==> src/rtl/ipv4_checksum_insert.sv <==
// Transmit-side IPv4 header checksum insertion for the 256-bit AXI4-Stream datapath.
// Optional build macro TTL_DEC_EN: decrement TTL of eligible packets before checksumming.
module ipv4_checksum_insert #(
  parameter int unsigned C_M_AXIS_DATA_WIDTH  = 256,
  parameter int unsigned C_S_AXIS_DATA_WIDTH  = 256,
  parameter int unsigned C_M_AXIS_TUSER_WIDTH = 128,
  parameter int unsigned C_S_AXIS_TUSER_WIDTH = 128
) (
  input  logic                                 AXI_ACLK,
  input  logic                                 AXI_RESETN,
  input  logic [C_S_AXIS_DATA_WIDTH-1:0]       S_AXIS_TDATA,
  input  logic [C_S_AXIS_DATA_WIDTH/8-1:0]     S_AXIS_TSTRB,
  input  logic [C_S_AXIS_TUSER_WIDTH-1:0]      S_AXIS_TUSER,
  input  logic                                 S_AXIS_TVALID,
  input  logic                                 S_AXIS_TLAST,
  output logic                                 S_AXIS_TREADY,
  output logic [C_M_AXIS_DATA_WIDTH-1:0]       M_AXIS_TDATA,
  output logic [C_M_AXIS_DATA_WIDTH/8-1:0]     M_AXIS_TSTRB,
  output logic [C_M_AXIS_TUSER_WIDTH-1:0]      M_AXIS_TUSER,
  output logic                                 M_AXIS_TVALID,
  output logic                                 M_AXIS_TLAST,
  input  logic                                 M_AXIS_TREADY,
  output logic [31:0]                          csum_insert_count,
  output logic [31:0]                          csum_bypass_count
);

  localparam int unsigned DW   = C_S_AXIS_DATA_WIDTH;
  localparam int unsigned SW   = C_S_AXIS_DATA_WIDTH / 8;
  localparam int unsigned UW   = C_S_AXIS_TUSER_WIDTH;
  localparam int unsigned ACCW = 20;
  localparam int unsigned CNTW = 32;

  typedef enum logic [2:0] {
    S_HEAD,
    S_WAIT2,
    S_SUM,
    S_OUT1,
    S_OUT2,
    S_PASS
  } state_e;

  state_e state_q, state_d;

  logic [DW-1:0]   data1_q, data1_d, data2_q, data2_d;
  logic [SW-1:0]   strb1_q, strb1_d, strb2_q, strb2_d;
  logic [UW-1:0]   user1_q, user1_d, user2_q, user2_d;
  logic            last1_q, last1_d, last2_q, last2_d;
  logic            elig_q, elig_d;
  logic [ACCW-1:0] psum_q, psum_d;
  logic [15:0]     csum_q, csum_d;
  logic [CNTW-1:0] ins_cnt_q, ins_cnt_d, byp_cnt_q, byp_cnt_d;

  logic            elig_c;
  logic [DW-1:0]   beat1_in_c;
  logic [DW-1:0]   out1_data_c;
  logic [ACCW-1:0] psum_c, sum_full_c, fold1_c;
  logic [15:0]     fold2_c;
  logic            s_ready_c;

  // Eligibility needs a second beat to carry the rest of the destination address
  assign elig_c = (S_AXIS_TDATA[159:144] == 16'h0800) &&
                  (S_AXIS_TDATA[143:136] == 8'h45) && !S_AXIS_TLAST;

  always_comb begin
    beat1_in_c = S_AXIS_TDATA;
`ifdef TTL_DEC_EN
    if (elig_c && (S_AXIS_TDATA[79:72] != 8'h00)) begin
      beat1_in_c[79:72] = S_AXIS_TDATA[79:72] - 8'h01;
    end
`endif
  end

  // Eight beat-1 header words, checksum field excluded
  assign psum_c = ACCW'(data1_q[143:128]) + ACCW'(data1_q[127:112]) +
                  ACCW'(data1_q[111:96])  + ACCW'(data1_q[95:80])   +
                  ACCW'(data1_q[79:64])   + ACCW'(data1_q[47:32])   +
                  ACCW'(data1_q[31:16])   + ACCW'(data1_q[15:0]);

  assign sum_full_c = psum_q + ACCW'(data2_q[255:240]);
  assign fold1_c    = ACCW'(sum_full_c[15:0]) + ACCW'(sum_full_c[19:16]);
  assign fold2_c    = fold1_c[15:0] + 16'(fold1_c[19:16]);

  always_comb begin
    out1_data_c = data1_q;
    if (elig_q) begin
      out1_data_c[63:48] = csum_q;
    end
  end

  assign S_AXIS_TREADY     = s_ready_c & AXI_RESETN;
  assign csum_insert_count = ins_cnt_q;
  assign csum_bypass_count = byp_cnt_q;

  // Next-state, hold-register and stream output logic
  always_comb begin
    state_d   = state_q;
    data1_d   = data1_q;
    strb1_d   = strb1_q;
    user1_d   = user1_q;
    last1_d   = last1_q;
    data2_d   = data2_q;
    strb2_d   = strb2_q;
    user2_d   = user2_q;
    last2_d   = last2_q;
    elig_d    = elig_q;
    psum_d    = psum_q;
    csum_d    = csum_q;
    ins_cnt_d = ins_cnt_q;
    byp_cnt_d = byp_cnt_q;

    s_ready_c     = 1'b0;
    M_AXIS_TVALID = 1'b0;
    M_AXIS_TDATA  = '0;
    M_AXIS_TSTRB  = '0;
    M_AXIS_TUSER  = '0;
    M_AXIS_TLAST  = 1'b0;

    unique case (state_q)
      S_HEAD: begin
        s_ready_c = 1'b1;
        if (S_AXIS_TVALID) begin
          data1_d = beat1_in_c;
          strb1_d = S_AXIS_TSTRB;
          user1_d = S_AXIS_TUSER;
          last1_d = S_AXIS_TLAST;
          elig_d  = elig_c;
          state_d = S_AXIS_TLAST ? S_OUT1 : S_WAIT2;
        end
      end

      S_WAIT2: begin
        s_ready_c = 1'b1;
        psum_d    = psum_c;
        if (S_AXIS_TVALID) begin
          data2_d = S_AXIS_TDATA;
          strb2_d = S_AXIS_TSTRB;
          user2_d = S_AXIS_TUSER;
          last2_d = S_AXIS_TLAST;
          state_d = S_SUM;
        end
      end

      S_SUM: begin
        csum_d  = ~fold2_c;
        state_d = S_OUT1;
      end

      S_OUT1: begin
        M_AXIS_TVALID = 1'b1;
        M_AXIS_TDATA  = out1_data_c;
        M_AXIS_TSTRB  = strb1_q;
        M_AXIS_TUSER  = user1_q;
        M_AXIS_TLAST  = last1_q;
        if (M_AXIS_TREADY) begin
          if (elig_q) begin
            ins_cnt_d = ins_cnt_q + CNTW'(1);
          end else begin
            byp_cnt_d = byp_cnt_q + CNTW'(1);
          end
          state_d = last1_q ? S_HEAD : S_OUT2;
        end
      end

      S_OUT2: begin
        M_AXIS_TVALID = 1'b1;
        M_AXIS_TDATA  = data2_q;
        M_AXIS_TSTRB  = strb2_q;
        M_AXIS_TUSER  = user2_q;
        M_AXIS_TLAST  = last2_q;
        if (M_AXIS_TREADY) begin
          state_d = last2_q ? S_HEAD : S_PASS;
        end
      end

      S_PASS: begin
        s_ready_c     = M_AXIS_TREADY;
        M_AXIS_TVALID = S_AXIS_TVALID;
        M_AXIS_TDATA  = S_AXIS_TDATA;
        M_AXIS_TSTRB  = S_AXIS_TSTRB;
        M_AXIS_TUSER  = S_AXIS_TUSER;
        M_AXIS_TLAST  = S_AXIS_TLAST;
        if (S_AXIS_TVALID && M_AXIS_TREADY && S_AXIS_TLAST) begin
          state_d = S_HEAD;
        end
      end

      default: begin
        state_d = S_HEAD;
      end
    endcase
  end

  always_ff @(posedge AXI_ACLK or negedge AXI_RESETN) begin
    if (!AXI_RESETN) begin
      state_q   <= S_HEAD;
      data1_q   <= '0;
      strb1_q   <= '0;
      user1_q   <= '0;
      last1_q   <= 1'b0;
      data2_q   <= '0;
      strb2_q   <= '0;
      user2_q   <= '0;
      last2_q   <= 1'b0;
      elig_q    <= 1'b0;
      psum_q    <= '0;
      csum_q    <= '0;
      ins_cnt_q <= '0;
      byp_cnt_q <= '0;
    end else begin
      state_q   <= state_d;
      data1_q   <= data1_d;
      strb1_q   <= strb1_d;
      user1_q   <= user1_d;
      last1_q   <= last1_d;
      data2_q   <= data2_d;
      strb2_q   <= strb2_d;
      user2_q   <= user2_d;
      last2_q   <= last2_d;
      elig_q    <= elig_d;
      psum_q    <= psum_d;
      csum_q    <= csum_d;
      ins_cnt_q <= ins_cnt_d;
      byp_cnt_q <= byp_cnt_d;
    end
  end

endmodule
==> config.mk <==
export PLATFORM = sky130hd
export DESIGN_NAME = ipv4_checksum_insert
export DESIGN_NICKNAME = d
export VERILOG_FILES = /design/src/rtl/ipv4_checksum_insert.sv
export SDC_FILE = /design/constraint.sdc
export NUM_CORES = 2
export LEC_CHECK = 0
export ABC_CLOCK_PERIOD_IN_PS = 9320
export CAP_MARGIN = 20
export CORE_ASPECT_RATIO = 1.4
export CORE_MARGIN = 5
export CORE_UTILIZATION = 35
export CTS_BUF_LIST = sky130_fd_sc_hd__clkbuf_8
export DETAILED_ROUTE_END_ITERATION = 8
export PLACE_DENSITY = 0.55
export RECOVER_POWER = 50
export SKIP_LAST_GASP = 1
export SLEW_MARGIN = 40
export SYNTH_ARGS = -nofsm -noshare
export SYNTH_HDL_FRONTEND = slang
export SYNTH_SLANG_ARGS = --single-unit
==> constraint.sdc <==
create_clock -name AXI_ACLK -period 9.32 [get_ports AXI_ACLK]
set_input_delay 1.864 -clock AXI_ACLK [delete_from_list [all_inputs] [get_ports AXI_ACLK]]
set_output_delay 1.864 -clock AXI_ACLK [all_outputs]
set_load 0.01 [all_outputs]
==> impl_metrics.tcl <==
set metrics [dict create \
    synth_edf_count 0 \
    p_leak_nw 27.9 \
    rsz0062_at_grt "no" \
    drtAntennaViolNets 0 \
    status "finished, violations left" \
    cts_made_buffers 162 \
    synth_nets 5191 \
    max_freq_mhz 134 \
    clk_pin_slew_worst_paths_ps 60 \
    routed_wl_mm 186 \
    arrival_ps 5580 \
    syn-cell-area_um2 47900 \
    final_layout_size_suffix_gt1_share_pct 13.2 \
    cts_tree "built" \
    cp.required_ps 7460 \
    finalClockSkew_ps 35.0 \
    post-route-min-period_ps 7440 \
    dp_hpwl_mm 127 \
    synth_ff_type "dfrtp_1" \
    rows 160 \
    first_global_vias 39300 \
    finalSetupTns_ps 0 \
    p_per_area_nw_per_um2 484 \
    yosysWarnings 0 \
    grt_pass1_wl_mm 270 \
    portBuffers 903 \
    slew_headroom_pct -131 \
    cp-start-kind "register" \
    area_delta_synth_final_pct 30.1 \
    io_pins 904 \
    root_buffer "clkbuf_8" \
    drtIter0Drc 2353 \
    dr.pass1.iters 7 \
    fin_nets 5976 \
    max-clock-path-buffers 3 \
    synth_cells 4630 \
    post_cts_resized 0 \
    grt_util_all_layers_pct 25.0 \
    path_buf_inv 2 \
    place_area_um2 58700 \
    period_share_pct 79.8 \
    timing.rr.start "state_q[0]" \
    cp_max_fo 66 \
    cts_sinks 937 \
    start_util_pct 35.2 \
    die_x_um 323 \
    stdcell_area_um2 62300 \
    routed_via_density 5.29 \
    cp-startpoint "state_q[0]" \
    path_delay_family "buffers and inverters" \
    vias 39000 \
    grt_max_degree 172 \
    synth-seq-area-share_pct 49.0 \
    drc 0 \
    post-place-ws_ps 3270 \
    grt_antenna_before_repair 68 \
    ir_drop_v 0.00123 \
    synth_seq_cells 937 \
    max_cap_violations 9 \
    finalSetupViolCount 0 \
    critPathSlowestCell "clkbuf_1" \
    timing.final.ws_setup_ps 1880 \
    min_from "data1_q[156]" \
    htreeDepth 4 \
    ys_types 71 \
    dieArea_um2 144000 \
    core_area_um2 136000 \
    synthTopCellsByArea "dfrtp_1 49%, a22o_1 14%, nand2_1 10%, mux2_2 9.9%, fa_1 4.1%" \
    gp_congestion 0.897 \
    slew_violations 426 \
    worst_hold_path_type "register to register" \
    tightest_slew_ps 3470 \
    netlist.area_leader.share_pct 49.0 \
    routedWlPerCell_um 25.3 \
    clk_latency_ps 900 \
    holdBufCountCts 0 \
    crit_path_end_kind "output pin" \
    path_cells "clkbuf_1, nand3b_1, o21ai_0, clkdlybuf4s50_1" \
    syn_avg_cell_area_um2 10.3 \
    max_stage_delay_ps 2490 \
    hold_viol_final 0 \
    dieHeight_um 448 \
    synth_top_area_cell "dfrtp_1" \
    worstSetupPathType "register to output pin" \
    violations "max-capacitance violations, max-slew violations" \
    synthMostInstantiatedCell "nand2_1" \
    post_cts_buffers 0 \
    synthArstFlopShare_pct 100 \
    ys_top_cells_by_count "1296 x nand2_1, 937 x dfrtp_1, 767 x a22o_1, 421 x mux2_2, 325 x clkbuf_1" \
    overflow 0 \
    final_util_pct 45.8 \
]
[stage by stage]
step | instances | hold slack [ps] | power [mW]
2_1_floorplan | 4630 | 445 | 19.7
3_3_place_gp | 7016 | 456 | 26.1
3_5_place_dp | 7023 | 462 | 26.4
4_1_cts | 7316 | 477 | 30.5
5_1_grt | 7346 | 491 | 32.9
6_report | 7362 | 472 | 30.1
[path summary, 6_finish.rpt]
| kind | to | slack (ps) | cells past startpoint |
|---|---|---|---|
| max in group asynchronous | user1_q[70] | 2490 | 3 |
| worst max-delay path | M_AXIS_TVALID | 1880 | 4 |
| worst max register to register | data2_q[175] | 2380 | 5 |
| min in group asynchronous | data2_q[185] | 970 | 1 |
| worst min register to register | data1_q[156] | 470 | 2 |
| worst min-delay path | data1_q[156] | 470 | 2 |
[layout by cell type (no fill, tap or decap), types with 6 or more instances in the layout]
| cell | count |
|---|---|
| and4_1 | 7 |
| fa_1 | 97 |
| xnor2_1 | 65 |
| clkdlybuf4s50_1 | 902 |
| nor3_1 | 11 |
| clkinv_2 | 12 |
| buf_6 | 10 |
| mux2_2 | 421 |
| buf_12 | 17 |
| o21ai_0 | 163 |
| o31ai_1 | 7 |
| ha_1 | 43 |
| clkinvlp_4 | 6 |
| nand2_1 | 1295 |
| inv_1 | 216 |
| clkbuf_8 | 206 |
| mux2i_1 | 16 |
| nand3_1 | 33 |
| a21oi_1 | 22 |
| xor2_1 | 36 |
| nand4_1 | 22 |
| and3_1 | 14 |
| a22o_1 | 767 |
| buf_16 | 15 |
| a21o_1 | 7 |
| dfrtp_1 | 936 |
| nor2_1 | 55 |
| diode_2 | 36 |
| nand2b_1 | 13 |
| clkbuf_1 | 7 |
| nor2b_1 | 8 |
[power by group]
part	internal (mW)	switching (mW)
Clock	2.07	1.81
Combinational	8.21	10.8
Sequential	6.00	1.28
Total	16.3	13.9
[per-layer routing]
layer / wire length [µm] / track usage [%] / vias to the layer above / part of all wire (%)
li1: - / - / 17700 / -
met5: 368 / 0 / - / 0.20
met4: 6550 / 9.31 / 52 / 3.5
met3: 16900 / 9.41 / 298 / 9.1
met2: 90800 / 41.8 / 1261 / 49
met1: 71400 / 29.2 / 19600 / 38
[flip-flops by register name, indices dropped and copies added (netlist names), 16 cells and up]
register           count
csum_insert_count     32
user1_q              128
strb1_q               32
psum_q                19
csum_q                16
data1_q              256
csum_bypass_count     32
data2_q              256
strb2_q               32
user2_q              128
[worst reg2reg max path, cell delays in order, from the launching register on]
cell	delay, ps
dfrtp_4	810
clkbuf_1	2500
nand2b_1	220
nor2_1	1430
clkbuf_1	1390
mux2_2	470
[final cells by class]
class | instances | area (µm²)
inverter | 155 | 582
timing repair buffer | 959 | 9990
clock inverter | 87 | 480
sequential | 937 | 23500
clock buffer | 206 | 2840
multi-input combinational | 3200 | 22600
tap | 1782 | 2230
antenna | 36 | 90.1
fill | 12900 | 73600
[cell families (layout without fill, tap and decap cells)]
family                     count (synthesis)  count (layout)  share of synthesized area [%]
and+or+nand+nor                         1499            1499                           12.6
AOI/OAI and AO/OA                       1019            1019                           17.2
DFF                                      937             937                           49.0
buffers and inverters                    493            1407                           3.87
muxes                                    437             437                           10.2
adders and majority gates                140             140                           5.18
xor gates and xnor gates                 105             105                           1.97
other                                      0              36                              0
(Power assumes the default switching activity.)
